--- config.mk ---
export PLATFORM = sky130hd
export DESIGN_NAME = dsp_round_decim_flat
export DESIGN_NICKNAME = d
export VERILOG_FILES = /design/src/rtl/dsp_round_decim_if.sv /design/src/rtl/dsp_round_decim.sv /design/src/flat_wrapper.sv
export SDC_FILE = /design/constraint.sdc
export NUM_CORES = 1
export LEC_CHECK = 0
export CAP_MARGIN = 20
export CORE_ASPECT_RATIO = 1.75
export CORE_MARGIN = 4
export CORE_UTILIZATION = 45
export DETAILED_ROUTE_END_ITERATION = 10
export DONT_BUFFER_PORTS = 1
export GPL_TIMING_DRIVEN = 0
export PLACE_DENSITY_LB_ADDON = 0.12
export SLEW_MARGIN = 5
export SYNTH_ARGS = -nofsm -noshare
export SYNTH_HDL_FRONTEND = slang
export SYNTH_SLANG_ARGS = --single-unit
--- constraint.sdc ---
create_clock -name clk_i -period 4 [get_ports clk_i]
set_input_delay 1.2 -clock clk_i [delete_from_list [all_inputs] [get_ports clk_i]]
set_output_delay 1.2 -clock clk_i [all_outputs]
set_load 0.005 [all_outputs]
--- src/rtl/dsp_round_decim_if.sv ---
// rtl/dsp_round_decim_if.sv - sample-in / AXI-Stream-out bundle for the requantising decimator.
interface dsp_round_decim_if #(
   parameter int CH_NUM    = 2,
   parameter int IN_WIDTH  = 34,
   parameter int OUT_WIDTH = 16
);
   logic                               tvalid_i;
   logic [CH_NUM-1:0][IN_WIDTH-1:0]    tdata_i;
   logic                               tvalid_o;
   logic                               tready_i;
   logic [CH_NUM-1:0][OUT_WIDTH-1:0]   tdata_o;

   modport master (
      output tvalid_i, tdata_i, tready_i,
      input  tvalid_o, tdata_o
   );

   modport slave (
      input  tvalid_i, tdata_i, tready_i,
      output tvalid_o, tdata_o
   );
endinterface

--- src/rtl/dsp_round_decim.sv ---
// rtl/dsp_round_decim.sv - round-half-up, shift, saturate and decimate multichannel FIR output.
// Two-stage pipeline feeding a 2-entry output FIFO; the saturation stage writes the FIFO directly.
module dsp_round_decim #(
   parameter int CH_NUM    = 2,
   parameter int IN_WIDTH  = 34,
   parameter int OUT_WIDTH = 16,
   parameter int SHIFT     = 17,
   parameter int DECIM     = 4
) (
   input  logic                clk_i,
   input  logic                rstn_i,
   input  logic                en_i,
   input  logic                clr_i,
   dsp_round_decim_if.slave    bus,
   output logic [CH_NUM-1:0]   ovf_o,
   output logic                drop_o
);
   localparam int PH_W = (DECIM > 1) ? $clog2(DECIM) : 1;
   localparam int RW   = IN_WIDTH + 1;
   localparam logic signed [RW-1:0] SAT_MAX = {{(IN_WIDTH-OUT_WIDTH+2){1'b0}}, {(OUT_WIDTH-1){1'b1}}};
   localparam logic signed [RW-1:0] SAT_MIN = {{(IN_WIDTH-OUT_WIDTH+2){1'b1}}, {(OUT_WIDTH-1){1'b0}}};

   typedef logic [CH_NUM-1:0][OUT_WIDTH-1:0] word_t;

   logic [PH_W-1:0]       phase;
   logic                  accept;
   logic                  keep;
   logic signed [RW-1:0]  rnd  [CH_NUM];
   logic signed [RW-1:0]  s1_r [CH_NUM];
   logic                  s1_vld;
   word_t                 sat;
   logic [CH_NUM-1:0]     clamp;
   word_t                 mem [2];
   logic                  wr_ptr;
   logic                  rd_ptr;
   logic [1:0]            count;
   logic                  full;
   logic                  pop;
   logic                  wr;

   assign accept = bus.tvalid_i && en_i;
   assign keep   = accept && (phase == '0);

   always_ff @(posedge clk_i or negedge rstn_i) begin
      if (!rstn_i) begin
         phase <= '0;
      end else if (clr_i) begin
         phase <= '0;
      end else if (accept) begin
         phase <= (phase == PH_W'(DECIM - 1)) ? '0 : phase + 1'b1;
      end
   end

   // One extra bit of headroom so adding the half-LSB never wraps.
   for (genvar c = 0; c < CH_NUM; c++) begin : g_rnd
      logic signed [RW-1:0] ext;
      assign ext = {bus.tdata_i[c][IN_WIDTH-1], bus.tdata_i[c]};
      if (SHIFT > 0) begin : g_sh
         localparam logic signed [RW-1:0] HALF = RW'(1) << (SHIFT - 1);
         assign rnd[c] = (ext + HALF) >>> SHIFT;
      end else begin : g_nosh
         assign rnd[c] = ext;
      end
   end

   always_ff @(posedge clk_i or negedge rstn_i) begin
      if (!rstn_i) begin
         s1_vld <= 1'b0;
         for (int c = 0; c < CH_NUM; c++) s1_r[c] <= '0;
      end else begin
         s1_vld <= keep;
         if (keep) begin
            for (int c = 0; c < CH_NUM; c++) s1_r[c] <= rnd[c];
         end
      end
   end

   always_comb begin
      sat   = '0;
      clamp = '0;
      for (int c = 0; c < CH_NUM; c++) begin
         if (s1_r[c] > SAT_MAX) begin
            sat[c]   = SAT_MAX[OUT_WIDTH-1:0];
            clamp[c] = 1'b1;
         end else if (s1_r[c] < SAT_MIN) begin
            sat[c]   = SAT_MIN[OUT_WIDTH-1:0];
            clamp[c] = 1'b1;
         end else begin
            sat[c]   = s1_r[c][OUT_WIDTH-1:0];
         end
      end
   end

   // When full, a write may only proceed if the head leaves in the same cycle.
   assign full = (count == 2'd2);
   assign pop  = (count != 2'd0) && bus.tready_i;
   assign wr   = s1_vld && (!full || pop);

   always_ff @(posedge clk_i or negedge rstn_i) begin
      if (!rstn_i) begin
         for (int i = 0; i < 2; i++) mem[i] <= '0;
         wr_ptr <= 1'b0;
         rd_ptr <= 1'b0;
         count  <= 2'd0;
      end else begin
         if (wr) begin
            mem[wr_ptr] <= sat;
            wr_ptr      <= ~wr_ptr;
         end
         if (pop) rd_ptr <= ~rd_ptr;
         count <= count + {1'b0, wr} - {1'b0, pop};
      end
   end

   assign bus.tvalid_o = (count != 2'd0);
   assign bus.tdata_o  = mem[rd_ptr];

   // A flag event in the same cycle as clr_i survives the clear.
   always_ff @(posedge clk_i or negedge rstn_i) begin
      if (!rstn_i) begin
         ovf_o  <= '0;
         drop_o <= 1'b0;
      end else begin
         ovf_o  <= (clr_i ? '0 : ovf_o) | (s1_vld ? clamp : '0);
         drop_o <= (drop_o && !clr_i) || (s1_vld && full && !pop);
      end
   end
endmodule

--- src/flat_wrapper.sv ---
// flat-port wrapper written by rule: the top's interface ports become plain ports
module dsp_round_decim_flat 
#(
   parameter int CH_NUM    = 2,
   parameter int IN_WIDTH  = 34,
   parameter int OUT_WIDTH = 16,
   parameter int SHIFT     = 17,
   parameter int DECIM     = 4
)
  (clk_i, rstn_i, en_i, clr_i, ovf_o, drop_o, bus_tvalid_i, bus_tdata_i, bus_tready_i, bus_tvalid_o, bus_tdata_o);
  dsp_round_decim_if #(.CH_NUM(CH_NUM), .IN_WIDTH(IN_WIDTH), .OUT_WIDTH(OUT_WIDTH)) bus_i ();
  input  logic clk_i;
  input  logic rstn_i;
  input  logic en_i;
  input  logic clr_i;
  output logic [CH_NUM-1:0] ovf_o;
  output logic drop_o;
  input wire logic [$bits(bus_i.tvalid_i)-1:0] bus_tvalid_i;
  input wire logic [$bits(bus_i.tdata_i)-1:0] bus_tdata_i;
  input wire logic [$bits(bus_i.tready_i)-1:0] bus_tready_i;
  output wire logic [$bits(bus_i.tvalid_o)-1:0] bus_tvalid_o;
  output wire logic [$bits(bus_i.tdata_o)-1:0] bus_tdata_o;
  assign bus_i.tvalid_i = bus_tvalid_i;
  assign bus_i.tdata_i = bus_tdata_i;
  assign bus_i.tready_i = bus_tready_i;
  assign bus_tvalid_o = bus_i.tvalid_o;
  assign bus_tdata_o = bus_i.tdata_o;
  dsp_round_decim #(.CH_NUM(CH_NUM), .IN_WIDTH(IN_WIDTH), .OUT_WIDTH(OUT_WIDTH), .SHIFT(SHIFT), .DECIM(DECIM)) u_core (.clk_i(clk_i), .rstn_i(rstn_i), .en_i(en_i), .clr_i(clr_i), .bus(bus_i), .ovf_o(ovf_o), .drop_o(drop_o));
endmodule
---- Word level (Yosys, flattened, before mapping) ----
Cells that the tools add are included.
storage, ports and cells
  bits in registers ....................... 110
  bits in latches ......................... 0
  RAM bits ................................ 0
  bits in read-only memories .............. 0
  bits of input ports ..................... 74
  output and inout port bits .............. 36
  word-level logic and storage cells ...... 67
  memories ................................ 0
cells by class
  add/subtract/negate cells ............... 5
  multiply operators ...................... 0
  divide/modulo/power cells ............... 0
  magnitude comparators ................... 7
  eq/ne operators ......................... 2
  shift operators ......................... 0
  mux-type cells .......................... 19
  bitwise operators ....................... 5
  reductions and logical operators ........ 16
operators with widths
  kind                      count
  $mux W32                  4
  $add A34 B18 Y35 const B  2
  $bwmux W64                1
  $mux W16                  4
  $gt A18 B16 Y1 const B    2
  $lt A18 B16 Y1 const B    2
  $demux W32 S1             1
  $mux W2                   5
  $logic_and A1 B1 Y1       8
  $eq A2 B2 Y1 const B      2
  $ge A2 B2 Y1 const B      2
  $mux W1                   4
  $not A1 Y2                2
  $reduce_bool A2 Y1        2
  $logic_not A1 Y1          3
  $add A2 B1 Y2             1
  $add A2 B1 Y2 const B     1
  $logic_not A2 Y1          1
  $logic_or A1 B1 Y1        2
  $lt A2 B1 Y1 const B      1
  $not A1 Y1                2
  $or A2 B2 Y2              1
  $sub A2 B1 Y2             1

---- Depth between registers and ports, before layout ----
  depth in word-level cells ............... 6
  gate-level depth with buffers ........... 7
  depth with buffers taken out ............ 7

---- Worst setup path after synthesis ----
OpenSTA, ideal clock, no wires.
  path kind ............................... input to register
  start ................................... in bus_tdata_i[50]
  end ..................................... reg u_core.s1_r[15] in the netlist's numbering
  arrival ................................. 2,502 ps
  data required time ...................... 3,918 ps
  setup slack ............................. 1,416 ps
  stages .................................. 6
  buffers on the path ..................... 1
  path through ............................ ha_1 > nand3_1 > or4_1 > buf_2 > or3_1 > a31oi_1
on the way
  longest elaborated chain between the ends .. 1
RTL lines
  item              line                   text
  from (decl)       flat_wrapper.sv:19     input wire logic [$bits(bus_i.tdata_i)-1:0] bus_tdata_i;
  $add A34 B18 Y35  dsp_round_decim.sv:60  assign rnd[c] = (ext + HALF) >>> SHIFT;
  to (decl)         dsp_round_decim.sv:29  logic signed [RW-1:0] s1_r [CH_NUM];
No other way between the ends.
A chain may end at the register's enable or synchronous reset.

---- Worst setup path after layout ----
  start ................................... reg u_core.rd_ptr
  end ..................................... out bus_tdata_o[29]
on the way
  longest elaborated chain between the ends .. 4
RTL lines
  item                                          line                    text
  from (decl)                                   dsp_round_decim.sv:35   logic rd_ptr;
  from (signal assigned)                        dsp_round_decim.sv:110  if (pop) rd_ptr <= ~rd_ptr;
  $not A1 Y2 (implied by the code)              dsp_round_decim.sv:116  assign bus.tdata_o = mem[rd_ptr];
  $mux W32 (implied by the code) (3 in series)  dsp_round_decim.sv:116
  to (decl)                                     flat_wrapper.sv:22      output wire logic [$bits(bus_i.tdata_o)-1:0] bus_tdata_o;
No other way between the ends. The select of a mux whose other input is x is not followed.

==> results_dict.tcl <==
set metrics [dict create \
    clock_latency_ps 350 \
    finalSetupTns_ps 0 \
    fin_skew_ps 8.48 \
    seq_area_mm2 0.00275 \
    path_max_fanout 10 \
    hpwl_um 9490 \
    yosysSeqAreaShare_pct 53.0 \
    place.gp.congestion 0.774 \
    syn-instance-count 543 \
    setup_viol 0 \
    wl_um 12600 \
    synth_xor_area_share_pct 4.89 \
    track_usage_pct 19.8 \
    drc_errors 0 \
    vias_per_cell 5.57 \
    dieArea_mm2 0.0134 \
    grt_first_pass_wirelength_um 20100 \
    core_area_mm2 0.0112 \
    die_x_um 89.2 \
    hold_path.class "flip-flop to flip-flop" \
    drtIter0Drc 122 \
    ctsHtreeMaxLevel 3 \
    slowest_delay_ps 550 \
    fp-row-count 51 \
    synth-compound-area-share_pct 13.4 \
    synth_seq_cells 110 \
    synth-edff-count 0 \
    crit_chain "clkbuf_1 -> clkbuf_1 -> mux2_2" \
    synth-simple-area-share_pct 15.6 \
    crit_top_cell "clkbuf_1" \
    async_flop_share_pct 100 \
    grt_pass1_vias 3926 \
    run_status "completed" \
    power_leakage_nw 2.46 \
    yosys_warnings 0 \
    synth_ff_type "dfrtp_1" \
    rsz0062_at_grt "false" \
    finalInstanceArea_mm2 0.00565 \
    drive_gt1_share_pct 10.6 \
    finalHoldViolCount 0 \
    nNetsFinal 634 \
    postSynthAreaPerCell_um2 9.56 \
    start_util_pct 46.2 \
    multi_input_area_mm2 0.00227 \
    area_growth_pct 8.92 \
    cts_tree "done" \
    dieHeight_um 150 \
    synth.cell_area_mm2 0.00519 \
    vias 3846 \
    syn_nets 623 \
    arrival_ps 2020 \
    cp_data_required_time_ps 2800 \
    ctsHoldBuffers 0 \
    diodes 0 \
    ant_nets 0 \
    ir_worst_vdd_mv 0.357 \
    synth_mux_area_share_pct 8.39 \
    cts_resized 0 \
    antenna_found_initial 0 \
    max_slew_margin_pct 57.2 \
    cp-end-kind "output port" \
    placed_cell_area_mm2 0.00536 \
    numCtsBuffers 9 \
    cts.sinks 110 \
    worst_pin_slew_ps 643 \
    synth_fa_ha_area_share_pct 1.45 \
    path_class "flip-flop to output port" \
    start_kind "flip-flop" \
    clk_pin_slew_ps 70 \
    synth_top_family_by_area "simple AND/OR/NAND/NOR gates" \
    fin_crit_sh_pct 80.5 \
    firstDrtPassIters 4 \
    ys_types 34 \
    overflow 0 \
    clk_path_buf_depth 2 \
    layout_min_cycle_time_ps 3220 \
    cap_violations 0 \
    slew_viol_final 0 \
    port_buffers 0 \
    ios 110 \
    slowest_stage "clkbuf_1" \
    grt_max_degree 111 \
    fillers 1062 \
    clock.fmax_ghz 0.310 \
    cts_setup_buffers 0 \
    power_density_mw_per_mm2 648 \
    wl_per_cell_um 18.2 \
    cts-root-buf "clkbuf_16" \
]
## routing by layer
layer,vias to the layer above,GRT usage [%],routed length (um)
met5,-,0,0
met4,0,6.18,184
met2,66,35.6,6910
li1,1885,-,-
met1,1882,22.8,4890
met3,13,4.46,570
## flip-flops by register name (all words and copies together) (netlist names)
name / cells
u_core.s1_r: 36
u_core.wr_ptr: 1
u_core.mem: 64
u_core.rd_ptr: 1
u_core.ovf_o: 2
u_core.count: 2
u_core.phase: 2
u_core.drop_o: 1
u_core.s1_vld: 1
## cell usage in the layout, fill, tap and decap left out, types with 5 or more instances in the layout
master,netlist,final
o21ai_0,120,120
nor2_1,18,18
nand2_1,111,111
xor2_1,5,5
clkbuf_16,0,9
xnor2_1,24,24
clkbuf_1,26,26
nand3_1,14,14
a21oi_1,5,5
dfrtp_1,110,110
mux2_2,36,36
nor4_1,6,6
inv_1,16,16
nor3_1,9,9
ha_1,6,6
## power by group
part	internal, mW	leakage (nW)	total (mW)	switching (mW)
Clock	0.501	0.141	0.906	0.405
Sequential	1.50	1.36	1.71	0.205
Combinational	0.457	0.955	1.05	0.595
## layout make-up
class | instances | area share [%]
Sequential cell | 110 | 48.7
Multi-Input combinational cell | 389 | 40.2
Clock buffer | 10 | 4.23
Tap cell | 132 | 2.92
Buffer | 28 | 1.88
Inverter | 16 | 1.06
Clock inverter | 5 | 1.04
## worst paths after layout
kind | startpoint | slack (ps) | cells past startpoint | endpoint
min in group asynchronous | rstn_i | 540 | 0 | u_core.mem[34]
min | u_core.s1_r[8] | 480 | 2 | u_core.s1_r[8]
max reg2reg | u_core.phase[0] | 2000 | 7 | u_core.s1_r[1]
max in group asynchronous | rstn_i | 3230 | 0 | u_core.mem[61]
min reg2reg | u_core.s1_r[8] | 480 | 2 | u_core.s1_r[8]
max | u_core.rd_ptr | 780 | 3 | bus_tdata_o[29]
## through the flow
step	util, %	worst slack (ps)	total power [mW]	hold slack (ps)	std cells
after CTS	50.3	764	3.71	482	690
after floorplan	-	1420	2.48	433	543
after global routing	50.3	709	3.92	495	690
after global placement	47.7	1160	2.76	456	675
final	50.3	779	3.67	477	690
after detailed placement	47.7	1170	2.81	466	675
## worst max-delay path, delay by kind of cell (launching register included)
| family | cells | cell delay [ps] |
|---|---|---|
| buffers and inverters | 2 | 900 |
| flip-flops | 1 | 330 |
| multiplexers | 1 | 440 |
## kinds of logic after synthesis
kind of cell,Yosys count
XOR/XNOR,29
multiplexers,39
adder cells (fa/ha/maj),6
buffers and inverters,44
AND/OR/NAND/NOR,180
AO/OA/AOI/OAI,135
flip-flops,110
## synth_stat cells, drive strengths merged (7+ instances only)
cell    instances  area, um2
nand4           7       62.6
nor3            9       45.0
inv            16       60.1
nand3          15       80.1
mux2           36        405
xnor2          24        210
o21ai         120        601
dfrtp         110       2750
clkbuf         26       97.6
nand2         111        417
nor2           18       67.6
Note: power is estimated with default switching activity, not from simulation.
